<file path="config.mk">
export PLATFORM = sky130hd
export DESIGN_NAME = dvp_source
export DESIGN_NICKNAME = d
export VERILOG_FILES = /design/src/rtl/dvp_source.sv
export SDC_FILE = /design/constraint.sdc
export NUM_CORES = 1
export LEC_CHECK = 0
export ABC_AREA = 1
export BUFFER_PORTS_ARGS = -buffer_cell sky130_fd_sc_hd__clkbuf_2
export CAP_MARGIN = 30
export CORE_MARGIN = 5
export CORE_UTILIZATION = 56
export DETAILED_ROUTE_END_ITERATION = 16
export PLACE_DENSITY_LB_ADDON = 0.08
export SYNTH_ARGS = -nofsm -noshare
export SYNTH_HDL_FRONTEND = slang
export SYNTH_SLANG_ARGS = --single-unit
</file>
<file path="constraint.sdc">
create_clock -name clk_25 -period 3.83 [get_ports clk_25]
set_input_delay 0.766 -clock clk_25 [delete_from_list [all_inputs] [get_ports clk_25]]
set_output_delay 0.766 -clock clk_25 [all_outputs]
set_load 0.01 [all_outputs]
</file>
<file path="src/rtl/dvp_source.sv">
// DVP camera-style byte source: RGB565 bytes with pclk, h_ref, v_sync and frame_start on clk_25.
// Define DVP_SOURCE_COLORBAR_EN for an 8-bar colour pattern; otherwise active bytes carry the slot index.
module dvp_source #(
  parameter int H_ACTIVE = 1280,
  parameter int H_BLANK  = 288,
  parameter int V_ACTIVE = 480,
  parameter int V_SYNC   = 3,
  parameter int V_BACK   = 17,
  parameter int V_FRONT  = 10
) (
  input  logic       clk_25,
  input  logic       reset_n,
  input  logic       enable,
  output logic       pclk,
  output logic [7:0] data_out,
  output logic       h_ref,
  output logic       v_sync,
  output logic       frame_start
);

  localparam int LINE_SLOTS = H_ACTIVE + H_BLANK;
  localparam int MAX_AS     = (V_ACTIVE > V_SYNC) ? V_ACTIVE : V_SYNC;
  localparam int MAX_FB     = (V_FRONT > V_BACK) ? V_FRONT : V_BACK;
  localparam int MAX_LINES  = (MAX_AS > MAX_FB) ? MAX_AS : MAX_FB;
  localparam int SLOT_W     = (LINE_SLOTS > 1) ? $clog2(LINE_SLOTS) : 1;
  localparam int LINE_W     = (MAX_LINES > 1) ? $clog2(MAX_LINES) : 1;

  localparam logic [2:0] IDLE   = 3'd0;
  localparam logic [2:0] SYNC   = 3'd1;
  localparam logic [2:0] BACK   = 3'd2;
  localparam logic [2:0] ACTIVE = 3'd3;
  localparam logic [2:0] FRONT  = 3'd4;

  logic [2:0]        state, state_nx;
  logic [SLOT_W-1:0] slot_cnt, slot_nx;
  logic [LINE_W-1:0] line_cnt, line_nx;
  logic              advance;
  logic              h_ref_nx;
  logic              v_sync_nx;
  logic [7:0]        data_nx;

  function automatic int lines_in(input logic [2:0] st);
    int n;
    case (st)
      SYNC:    n = V_SYNC;
      BACK:    n = V_BACK;
      ACTIVE:  n = V_ACTIVE;
      FRONT:   n = V_FRONT;
      default: n = 1;
    endcase
    return n;
  endfunction

  // Zero-length BACK/FRONT regions are skipped; the enable decision is taken only at frame end.
  function automatic logic [2:0] state_after(input logic [2:0] st, input logic en);
    logic [2:0] nx;
    case (st)
      SYNC:    nx = (V_BACK > 0) ? BACK : ACTIVE;
      BACK:    nx = ACTIVE;
      ACTIVE:  nx = (V_FRONT > 0) ? FRONT : (en ? SYNC : IDLE);
      FRONT:   nx = en ? SYNC : IDLE;
      default: nx = IDLE;
    endcase
    return nx;
  endfunction

  // A slot advances when pclk is about to fall, so outputs are stable across each pclk rise.
  always_comb begin
    state_nx = state;
    slot_nx  = slot_cnt;
    line_nx  = line_cnt;
    advance  = (state == IDLE) ? enable : pclk;
    if (state == IDLE) begin
      if (enable) state_nx = SYNC;
    end else if (pclk) begin
      if (32'(slot_cnt) == LINE_SLOTS - 1) begin
        slot_nx = '0;
        if (32'(line_cnt) == lines_in(state) - 1) begin
          line_nx  = '0;
          state_nx = state_after(state, enable);
        end else begin
          line_nx = line_cnt + 1'b1;
        end
      end else begin
        slot_nx = slot_cnt + 1'b1;
      end
    end
  end

  assign h_ref_nx  = (state_nx == ACTIVE) && (32'(slot_nx) < H_ACTIVE);
  assign v_sync_nx = (state_nx == SYNC);

`ifdef DVP_SOURCE_COLORBAR_EN
  localparam int BAR_SLOTS = H_ACTIVE / 8;
  localparam int BAR_PW    = (BAR_SLOTS > 1) ? $clog2(BAR_SLOTS) : 1;

  logic [2:0]        bar, bar_nx;
  logic [BAR_PW-1:0] bar_pos, bar_pos_nx;
  logic [15:0]       bar_color;

  always_comb begin
    bar_nx     = bar;
    bar_pos_nx = bar_pos;
    if (slot_nx == '0) begin
      bar_nx     = '0;
      bar_pos_nx = '0;
    end else if (advance && h_ref_nx) begin
      if (32'(bar_pos) == BAR_SLOTS - 1) begin
        bar_pos_nx = '0;
        if (bar != 3'd7) bar_nx = bar + 1'b1;
      end else begin
        bar_pos_nx = bar_pos + 1'b1;
      end
    end
  end

  always_comb begin
    case (bar_nx)
      3'd0:    bar_color = 16'hFFFF;
      3'd1:    bar_color = 16'hFFE0;
      3'd2:    bar_color = 16'h07FF;
      3'd3:    bar_color = 16'h07E0;
      3'd4:    bar_color = 16'hF81F;
      3'd5:    bar_color = 16'hF800;
      3'd6:    bar_color = 16'h001F;
      default: bar_color = 16'h0000;
    endcase
  end

  // Pixels start on even slots, so slot parity selects high byte then low byte.
  assign data_nx = !h_ref_nx ? 8'h00 : (slot_nx[0] ? bar_color[7:0] : bar_color[15:8]);

  always_ff @(posedge clk_25 or negedge reset_n) begin
    if (!reset_n) begin
      bar     <= '0;
      bar_pos <= '0;
    end else begin
      bar     <= bar_nx;
      bar_pos <= bar_pos_nx;
    end
  end
`else
  assign data_nx = h_ref_nx ? 8'(slot_nx) : 8'h00;
`endif

  always_ff @(posedge clk_25 or negedge reset_n) begin
    if (!reset_n) begin
      state       <= IDLE;
      slot_cnt    <= '0;
      line_cnt    <= '0;
      pclk        <= 1'b0;
      h_ref       <= 1'b0;
      v_sync      <= 1'b0;
      data_out    <= 8'h00;
      frame_start <= 1'b0;
    end else begin
      state       <= state_nx;
      slot_cnt    <= slot_nx;
      line_cnt    <= line_nx;
      pclk        <= (state != IDLE && state_nx != IDLE) ? ~pclk : 1'b0;
      h_ref       <= h_ref_nx;
      v_sync      <= v_sync_nx;
      data_out    <= data_nx;
      frame_start <= advance && (state_nx == SYNC) && (state != SYNC);
    end
  end

endmodule

</file>
# == After elaboration in Yosys (flattened, before gate mapping) ==
# Cells that the tools add are included.
# op_classes
shift,0
div,0
n_eq_ne,9
order_cmp,1
add_sub_neg,3
n_mul,0
muxes,18
reduce_logical,8
bitwise_logic,2
# op_table
cell,count
two-way mux 32 bit,3
one-hot mux 9 bit (4 select lines),1
two-way mux 11 bit,3
== test 9 x 32 -> 1 bit,1
"subtractor 32 x 1 -> 32 bit, second input constant",1
two-way mux 3 bit,5
one-hot mux 3 bit (4 select lines),1
"adder 11 x 1 -> 11 bit, second input constant",1
"== test 11 bit, second input constant",1
"< comparator 11 bit, second input constant",1
"adder 9 x 1 -> 9 bit, second input constant",1
"== test 3 x 2 -> 1 bit, second input constant",3
two-way mux 9 bit,1
two-way mux 8 bit,1
"== test 3 x 1 -> 1 bit, second input constant",2
nonzero test 3 bit,2
logical AND 1 bit,4
"== test 3 bit, second input constant",1
logical NOT 3 bit,1
two-way mux 1 bit,3
"inequality test 3 x 1 -> 1 bit, second input constant",1
AND reduction 3 bit,1
inverter 1 bit,2
# totals
elab_cells,49
latch_bits,0
inputBits,3
mem_bits_ro,0
mem_bits_rw,0
n_memories,0
ff_bits,35

# == Longest topological paths before layout ==
# Gate-level depths: netlist of run 1.
# depth
depth_word,14
ltp_mapped,19
ltp_nobuf,19

# == Worst setup path after synthesis of run 1 ==
# OpenSTA, ideal clock, no wires.
# synth_timing
path_kind,register to register
startpoint,reg state[2]
endpoint,reg data_out[0]
required_time_ns,3.758
path_stages_with_launch,19
n_path_buf,0
arrival_time_ns,2.800
path_slack_ns,0.958
setup_time_ns,0.072
cell_sequence,dfrtp_1 -> inv_2 -> nand3_2 -> nand2_2 -> ha_1 -> ha_1 -> inv_1 -> a21oi_2 -> ha_1 -> xnor2_1 -> inv_1 -> nand3_2 -> nor2_8 -> nand3_2 -> nand2_1 -> nand3_2 -> nor2_4 -> nand3_4 -> nor2_2
# synth_via
elab_chain_len,14
# synth_lines
item,line_no,source
from (decl),34,"logic [2:0] state, state_nx;"
from (signal assigned),157,state <= state_nx;
== test 3 bit (tied with other cells),"44, 57",
one-hot mux 9 bit (4 select lines),44,case (st)
two-way mux 32 bit,76,if (32'(slot_cnt) == LINE_SLOTS - 1) begin
two-way mux 32 bit,75,end else if (pclk) begin
two-way mux 32 bit,73,if (state == IDLE) begin
subtractor 32 x 1 -> 32 bit,78,if (32'(line_cnt) == lines_in(state) - 1) begin
== test 9 x 32 -> 1 bit,78,
two-way mux 3 bit,78,
two-way mux 3 bit,76,
two-way mux 3 bit,75,
two-way mux 3 bit,73,
== test 3 x 2 -> 1 bit,90,assign h_ref_nx = (state_nx == ACTIVE) && (32'(slot_nx) < H_ACTIVE);
logical AND 1 bit,90,
two-way mux 8 bit *,143,assign data_nx = h_ref_nx ? 8'(slot_nx) : 8'h00;
via data_nx[0],40,logic [7:0] data_nx;
to (signal assigned),163,data_out <= data_nx;
to (decl),15,"output logic [7:0] data_out,"
# Mark *: on every way through the listed nets, which the timed path passes. The rest lies on a longest branch. The select of a mux whose other input is x is not followed.
# A chain may end at the register's enable or synchronous reset.

# == Worst setup path after layout of run 1 ==
# layout_timing
startpoint,reg state[2]
endpoint,reg data_out[6]
# Same word-level chain as after synthesis.

==> results of run 1 <==
## routing by layer
| metal | vias up | share of wire [%] | track usage (%) |
|---|---|---|---|
| met2 | 39 | 50 | 34.6 |
| met1 | 904 | 45 | 24.7 |
| met4 | 0 | 1.3 | 7.51 |
| met3 | 6 | 3.1 | 4.73 |
| li1 | 1011 | - | - |
| met5 | - | 0 | 0 |
## worst paths after layout
path,startpoint,endpoint,cells after the start
worst min register to register,pclk$_DFF_PN0_,pclk$_DFF_PN0_,1
worst max-delay path,state[2]$_DFF_PN0_,data_out[6]$_DFF_PN0_,18
worst max register to register,state[2]$_DFF_PN0_,data_out[6]$_DFF_PN0_,18
worst min-delay path,pclk$_DFF_PN0_,pclk$_DFF_PN0_,1
max in group asynchronous,reset_n,frame_start$_DFF_PN0_,1
min in group asynchronous,reset_n,data_out[1]$_DFF_PN0_,1
## layout make-up
cell class | instances | area [um2]
inverter | 58 | 225
timing repair buffer | 14 | 70.1
tap | 50 | 62.6
sequential | 35 | 876
clock buffer | 7 | 76.3
fill | 366 | 1480
clock inverter | 1 | 5.00
multi-input combinational | 212 | 1230
## power breakdown
part / leakage, nW / total, W / switching [W] / internal [W]
combinational: 0.881 / 0.000242 / 0.000163 / 0.0000795
clock: 0.0422 / 0.000254 / 0.000126 / 0.000127
sequential: 0.466 / 0.000451 / 0.0000430 / 0.000408
total: 1.39 / 0.000947 / 0.000332 / 0.000615
## registers in the layout (all words and copies together), names as in the netlist
| register | count |
|---|---|
| data_out | 8 |
| pclk | 1 |
| v_sync | 1 |
| frame_start | 1 |
| slot_cnt | 11 |
| h_ref | 1 |
| line_cnt | 9 |
| state | 3 |
## synthesized netlist by cell type (4+ instances only)
library cell,instances,share of area (%)
ha_1,8,4.3
nand3_1,19,4.1
nor2_2,11,3.0
inv_1,52,8.4
nand3_2,6,2.6
nand4_1,11,3.0
inv_2,4,0.64
nor3_1,13,2.8
nor2_4,4,1.9
nand2_1,60,9.7
nor2_1,32,5.2
nand2_4,4,1.9
dfrtp_1,35,38
nand2_2,5,1.3
xor2_1,7,2.6
o21ai_0,12,2.6
## critical path, delay by kind of cell, from the launching register on
| family | cells | cell delay (ns) |
|---|---|---|
| simple gates | 10 | 1.32 |
| fa+ha+maj | 3 | 0.72 |
| compound gates | 1 | 0.17 |
| xor+xnor | 1 | 0.16 |
| flops | 1 | 0.44 |
| buf+inv | 3 | 0.34 |
## through the flow
stage	worst slack (ns)	hold WS (ns)
6_report	0.608	0.533
3_3_place_gp	0.716	0.499
3_5_place_dp	0.617	0.508
2_1_floorplan	0.958	0.470
4_1_cts	0.597	0.524
5_1_grt	0.343	0.564
## placed cells by master (no fill, tap or decap), drive strengths merged
master,count
nand2,69
inv,58
nor2,49
dfrtp,35
nand3,26
clkbuf,21
nor3,13
o21ai,12
nand4,11
ha,8
xor2,7
xnor2,3
nand3b,3
nor4,2
or2,2
a21oi,2
o21bai,1
mux2i,1
o21a,1
and3b,1
and3,1
clkinv,1
## cell families after synthesis
| logic type | Yosys count | share of synthesized area (%) |
|---|---|---|
| xor+xnor | 10 | 3.76 |
| buf+inv | 58 | 9.66 |
| compound gates | 16 | 3.81 |
| flops | 35 | 37.6 |
| fa+ha+maj | 8 | 4.29 |
| simple gates | 177 | 40.5 |
| mux | 1 | 0.429 |
==> flow_metrics.py, run 1 <==
metrics = {
    "outcome": {
        "outcome": "completed",
    },
    "route": {
        "drc": 0,
        "wl_per_cell_um": 12.7,
        "vias": 1960,
        "drt-vias-per-instance": 5.20,
        "drt_pass1_iterations": 4,
        "ant_nets": 0,
        "drt_iter0_drc": 111,
        "wirelength_mm": 4.78,
    },
    "final_layout": {
        "syn_to_final_growth_pct": 9.17,
        "fin_util_pct": 63.2,
        "design_area_mm2": 0.00255,
        "finalNonFillerCells": 377,
        "drive_gt1_share_pct": 18.3,
        "insertedDiodeCount": 0,
        "nNetsFinal": 337,
    },
    "timing": {
        "fmaxAchievable_mhz": 310,
        "rsz0062_at_grt": "false",
        "max-slew-margin-rel_pct": 44.9,
        "finalCritPeriodShare_pct": 84.1,
        "fin_crit_ns": 3.22,
        "tns_ns": 0,
        "finalSetupViolCount": 0,
        "skew_ns": 0.00269,
        "worstMarginPinSlew_ns": 0.827,
        "slew_viol_final": 0,
        "finalHoldViolCount": 0,
    },
    "floorplan": {
        "pin_count": 15,
        "die-width_um": 74.5,
        "core-area_mm2": 0.00403,
        "rows": 23,
        "start_util_pct": 57.9,
        "die-height_um": 74.5,
        "die_area_mm2": 0.00556,
    },
    "setup_path": {
        "crit_required_ns": 4.04,
        "crit_path_frequent_cell": "nand3_2",
        "start_kind": "flip-flop",
        "slowest_delay_ns": 0.44,
        "ff2ff_setup_slack_ns": 0.61,
        "worstSetupPathType": "flip-flop to flip-flop",
        "crit_slowest_cell": "dfrtp_1",
        "path_cells": "inv_2 > nand3_2 > nand2_2 > ha_1 > ha_1 > inv_1 > a21oi_2 > ha_1 > xnor2_1 > inv_1 > nand3_2 > nor2_8 > nand3_2 > nand2_1 > nand3_2 > nor2_4 > nand3_4 > nor2_2",
        "crit_arrival_ns": 3.44,
        "cp_max_fo": 9,
        "crit_path_end_kind": "flip-flop",
    },
    "clock_tree": {
        "clkLatencyLatePin_ns": 0.28,
        "cts_setup_buffers": 0,
        "holdBufCountCts": 0,
        "clock_sinks": 35,
        "cts_tree": "done",
        "clk_pin_slew_ns": 0.07,
        "cts_buffer_depth": 2,
        "cts_made_buffers": 5,
        "cts_root_buf": "clkbuf_8",
        "htree_levels": 2,
        "cts_repair_resize_count": 0,
    },
    "synth": {
        "ys_warn_count": 0,
        "synth_cells": 305,
        "synth_seq_cells": 35,
        "syn_nets": 316,
        "synth.distinct_cells": 31,
        "synthArstFlopShare_pct": 100,
        "ys.flop_type": "dfrtp_1",
        "syn_avg_cell_area_um2": 7.65,
        "synth_edf_count": 0,
        "ys_seq_area_share_pct": 37.6,
        "syn_area_mm2": 0.00233,
    },
    "global_routing": {
        "antenna_found_initial": 0,
        "grt_pass1_wl_mm": 8.33,
        "grt_usage_pct": 20.2,
        "grt_max_degree": 36,
        "grt_pass1_vias": 1860,
        "overflow": 0,
    },
    "placement": {
        "gp_congestion": 0.900,
        "place_hpwl_mm": 3.75,
        "placed_cells": 369,
        "placed_area_mm2": 0.00246,
        "portBuffers": 14,
    },
    "flow_run": {
        "max_cap_violations": 0,
    },
    "hold_path": {
        "hold_class": "flip-flop to flip-flop",
    },
    "pwr": {
        "p_leak_nw": 1.39,
        "power_density_mw_per_mm2": 372,
        "total_power_w": 0.000947,
        "ir_worst_vdd_v": 0.000343,
    },
}
(Power assumes the default switching activity.)
==> inputs of run 2 (changes only) <==
--- a/config.mk
+++ b/config.mk
@@ -9,7 +9,7 @@
 export BUFFER_PORTS_ARGS = -buffer_cell sky130_fd_sc_hd__clkbuf_2
 export CAP_MARGIN = 30
 export CORE_MARGIN = 5
-export CORE_UTILIZATION = 56
+export CORE_UTILIZATION = 55
 export DETAILED_ROUTE_END_ITERATION = 16
 export PLACE_DENSITY_LB_ADDON = 0.08
 export SYNTH_ARGS = -nofsm -noshare
==> constraint.sdc (replaced) <==
create_clock -name clk_25 -period 2.62 [get_ports clk_25]
set_input_delay 0.524 -clock clk_25 [delete_from_list [all_inputs] [get_ports clk_25]]
set_output_delay 0.524 -clock clk_25 [all_outputs]
set_load 0.01 [all_outputs]
==> flow_metrics.py, run 2 (synthesized netlist as in run 1, its figures left out) <==
metrics = {
    "outcome": {
        "outcome": "finished with violations",
        "violations": "negative setup slack",
    },
    "pwr": {
        "p_sw_share_pct": 33.3,
        "power_density_mw_per_mm2": 497,
        "ir_worst_vdd_v": 0.000464,
        "total_power_w": 0.00151,
        "p_int_w": 0.00101,
        "p_leak_nw": 1.59,
        "switchingPower_w": 0.000502,
        "clkPwrFrac_pct": 31.0,
        "power_frac_comb_pct": 25.3,
        "power_frac_seq_pct": 43.8,
    },
    "clock_tree": {
        "cts_made_buffers": 5,
        "holdBufCountCts": 0,
        "clk_pin_slew_ns": 0.07,
        "clkLatencyLatePin_ns": 0.29,
        "cts_tree": "done",
        "htree_levels": 2,
        "clock_sinks": 35,
        "cts_root_buf": "clkbuf_8",
        "cts_buffer_depth": 2,
    },
    "timing": {
        "fin_ws_ns": -0.121,
        "max-slew-margin-rel_pct": 43.5,
        "fin_crit_ns": 2.74,
        "worst_hold_slack_ns": 0.333,
        "fmaxAchievable_mhz": 365,
        "worstMarginPinSlew_ns": 0.848,
        "finalCritPeriodShare_pct": 105,
        "finalHoldViolCount": 0,
        "slew_viol_final": 0,
        "finalSetupViolCount": 19,
        "rsz0062_at_grt": "true",
        "skew_ns": 0.00551,
    },
    "setup_path": {
        "crit_required_ns": 2.81,
        "crit_slowest_cell": "dfrtp_2",
        "r2r_end": "line_cnt[3]$_DFFE_PN0P_",
        "r2r_start": "state[0]$_DFF_PN0_",
        "r2r_cells": 16,
        "crit_path_end_kind": "flip-flop",
        "worstSetupPathType": "flip-flop to flip-flop",
        "cp_max_fo": 4,
        "crit_path_frequent_cell": "ha_4",
        "crit_arrival_ns": 2.93,
        "ff2ff_setup_slack_ns": -0.12,
        "slowest_delay_ns": 0.45,
        "start_kind": "flip-flop",
        "path_cells": "nor2_4 > nand2_4 > nand2_4 > ha_4 > ha_4 > inv_2 > a21oi_4 > ha_4 > xnor2_4 > buf_4 > nor2_2 > and3b_1 > nand4_1 > nor2_1 > nand2_2 > and3_4",
    },
    "final_layout": {
        "top_register": "slot_cnt",
        "mostFrequentLayoutCells": "nand2_1, inv_1, buf_4, dfrtp_1, nor2_1",
        "drive_gt1_share_pct": 33.6,
        "insertedDiodeCount": 0,
        "design_area_mm2": 0.00304,
        "reg.largest.list": "slot_cnt (11), line_cnt (9), data_out (8)",
        "largest_reg_flops": 11,
        "fin_util_pct": 74.8,
        "nNetsFinal": 374,
        "final_common_cell": "nand2_1",
        "syn_to_final_growth_pct": 30.2,
    },
    "global_routing": {
        "grt_usage_pct": 22.9,
        "overflow": 0,
        "grt_pass1_vias": 2058,
        "grt_max_degree": 36,
        "antenna_found_initial": 0,
        "grt_pass1_wl_mm": 9.62,
    },
    "route": {
        "drc": 0,
        "wirelength_mm": 5.79,
        "drt-vias-per-instance": 5.33,
        "drt_iter0_drc": 164,
        "drt_pass1_iterations": 5,
        "vias": 2201,
        "wl_per_cell_um": 14.0,
        "ant_nets": 0,
    },
    "floorplan": {
        "pin_count": 15,
        "die_area_mm2": 0.00564,
        "start_util_pct": 57.5,
        "die-height_um": 75.1,
        "core-area_mm2": 0.00406,
        "rows": 23,
        "die-width_um": 75.1,
    },
    "flow_run": {
        "max_cap_violations": 0,
    },
    "hold_path": {
        "hold_class": "primary input to async pin",
    },
    "placement": {
        "place_hpwl_mm": 4.16,
        "portBuffers": 14,
        "gp_congestion": 0.908,
        "placed_area_mm2": 0.00271,
        "place_ws_ns": -0.234,
    },
}
run 2: metal layers:
| layer | wire, um | part of all wire, % | vias to the layer above | track usage, % |
|---|---|---|---|---|
| met1 | 2320 | 40 | 1033 | 28.1 |
| met4 | 107 | 1.8 | 0 | 6.13 |
| met2 | 3080 | 53 | 73 | 40.9 |
| met3 | 282 | 4.9 | 14 | 4.27 |
| li1 | - | - | 1081 | - |
| met5 | 0 | 0 | - | 0 |
run 2: cell type report:
type	count	area [um2]
multi-input combinational	213	1420
fill	313	1020
timing repair buffer	50	348
clock inverter	1	30.0
tap	50	62.6
sequential	35	878
clock buffer	6	72.6
inverter	58	228
run 2: through the flow:
| stage | cells | setup TNS (ns) |
|---|---|---|
| after floorplan | 305 | -0.419 |
| after global placement | 395 | -1.02 |
| after detailed placement | 395 | -2.55 |
| after CTS | 410 | -1.41 |
| after global routing | 413 | -3.60 |
| final | 413 | -1.40 |
run 2: repair_timing:
| item | CTS | global route |
|---|---|---|
| resized for setup | 11 | 23 |
| setup buffers | 7 | 3 |
| pin swaps | 13 | 21 |
| gates cloned | 1 | 0 |
| setup endpoints to repair | 20 | 22 |
run 2: power by group through the flow:
stage,registers [W],clock network [W],logic (W)
finish,0.000660,0.000467,0.000381
global route,0.000668,0.000502,0.000423
CTS,0.000656,0.000471,0.000371
detailed placement,0.000666,0,0.000362
global placement,0.000666,0,0.000350
floorplan,0.000656,0,0.000273
run 2: worst max-delay path by stage:
stage	start	end	slack (ns)	depth (start not counted)
2_1_floorplan	state[1]$_DFF_PN0_	data_out[1]$_DFF_PN0_	-0.07	18
3_3_place_gp	state[0]$_DFF_PN0_	data_out[1]$_DFF_PN0_	-0.12	19
3_5_place_dp	state[0]$_DFF_PN0_	data_out[1]$_DFF_PN0_	-0.23	19
4_1_cts	state[1]$_DFF_PN0_	data_out[0]$_DFF_PN0_	-0.15	18
5_1_grt	state[0]$_DFF_PN0_	data_out[1]$_DFF_PN0_	-0.23	18
6_report	state[0]$_DFF_PN0_	line_cnt[3]$_DFFE_PN0P_	-0.12	16
run 2: worst max-delay path, delay by kind of cell (launching register included):
family,cells,cell delay [ns]
AND/OR/NAND/NOR,9,1.14
adder cells (fa/ha/maj),3,0.54
flip-flops,1,0.45
buffers and inverters,2,0.20
AO/OA/AOI/OAI,1,0.16
XOR/XNOR,1,0.13
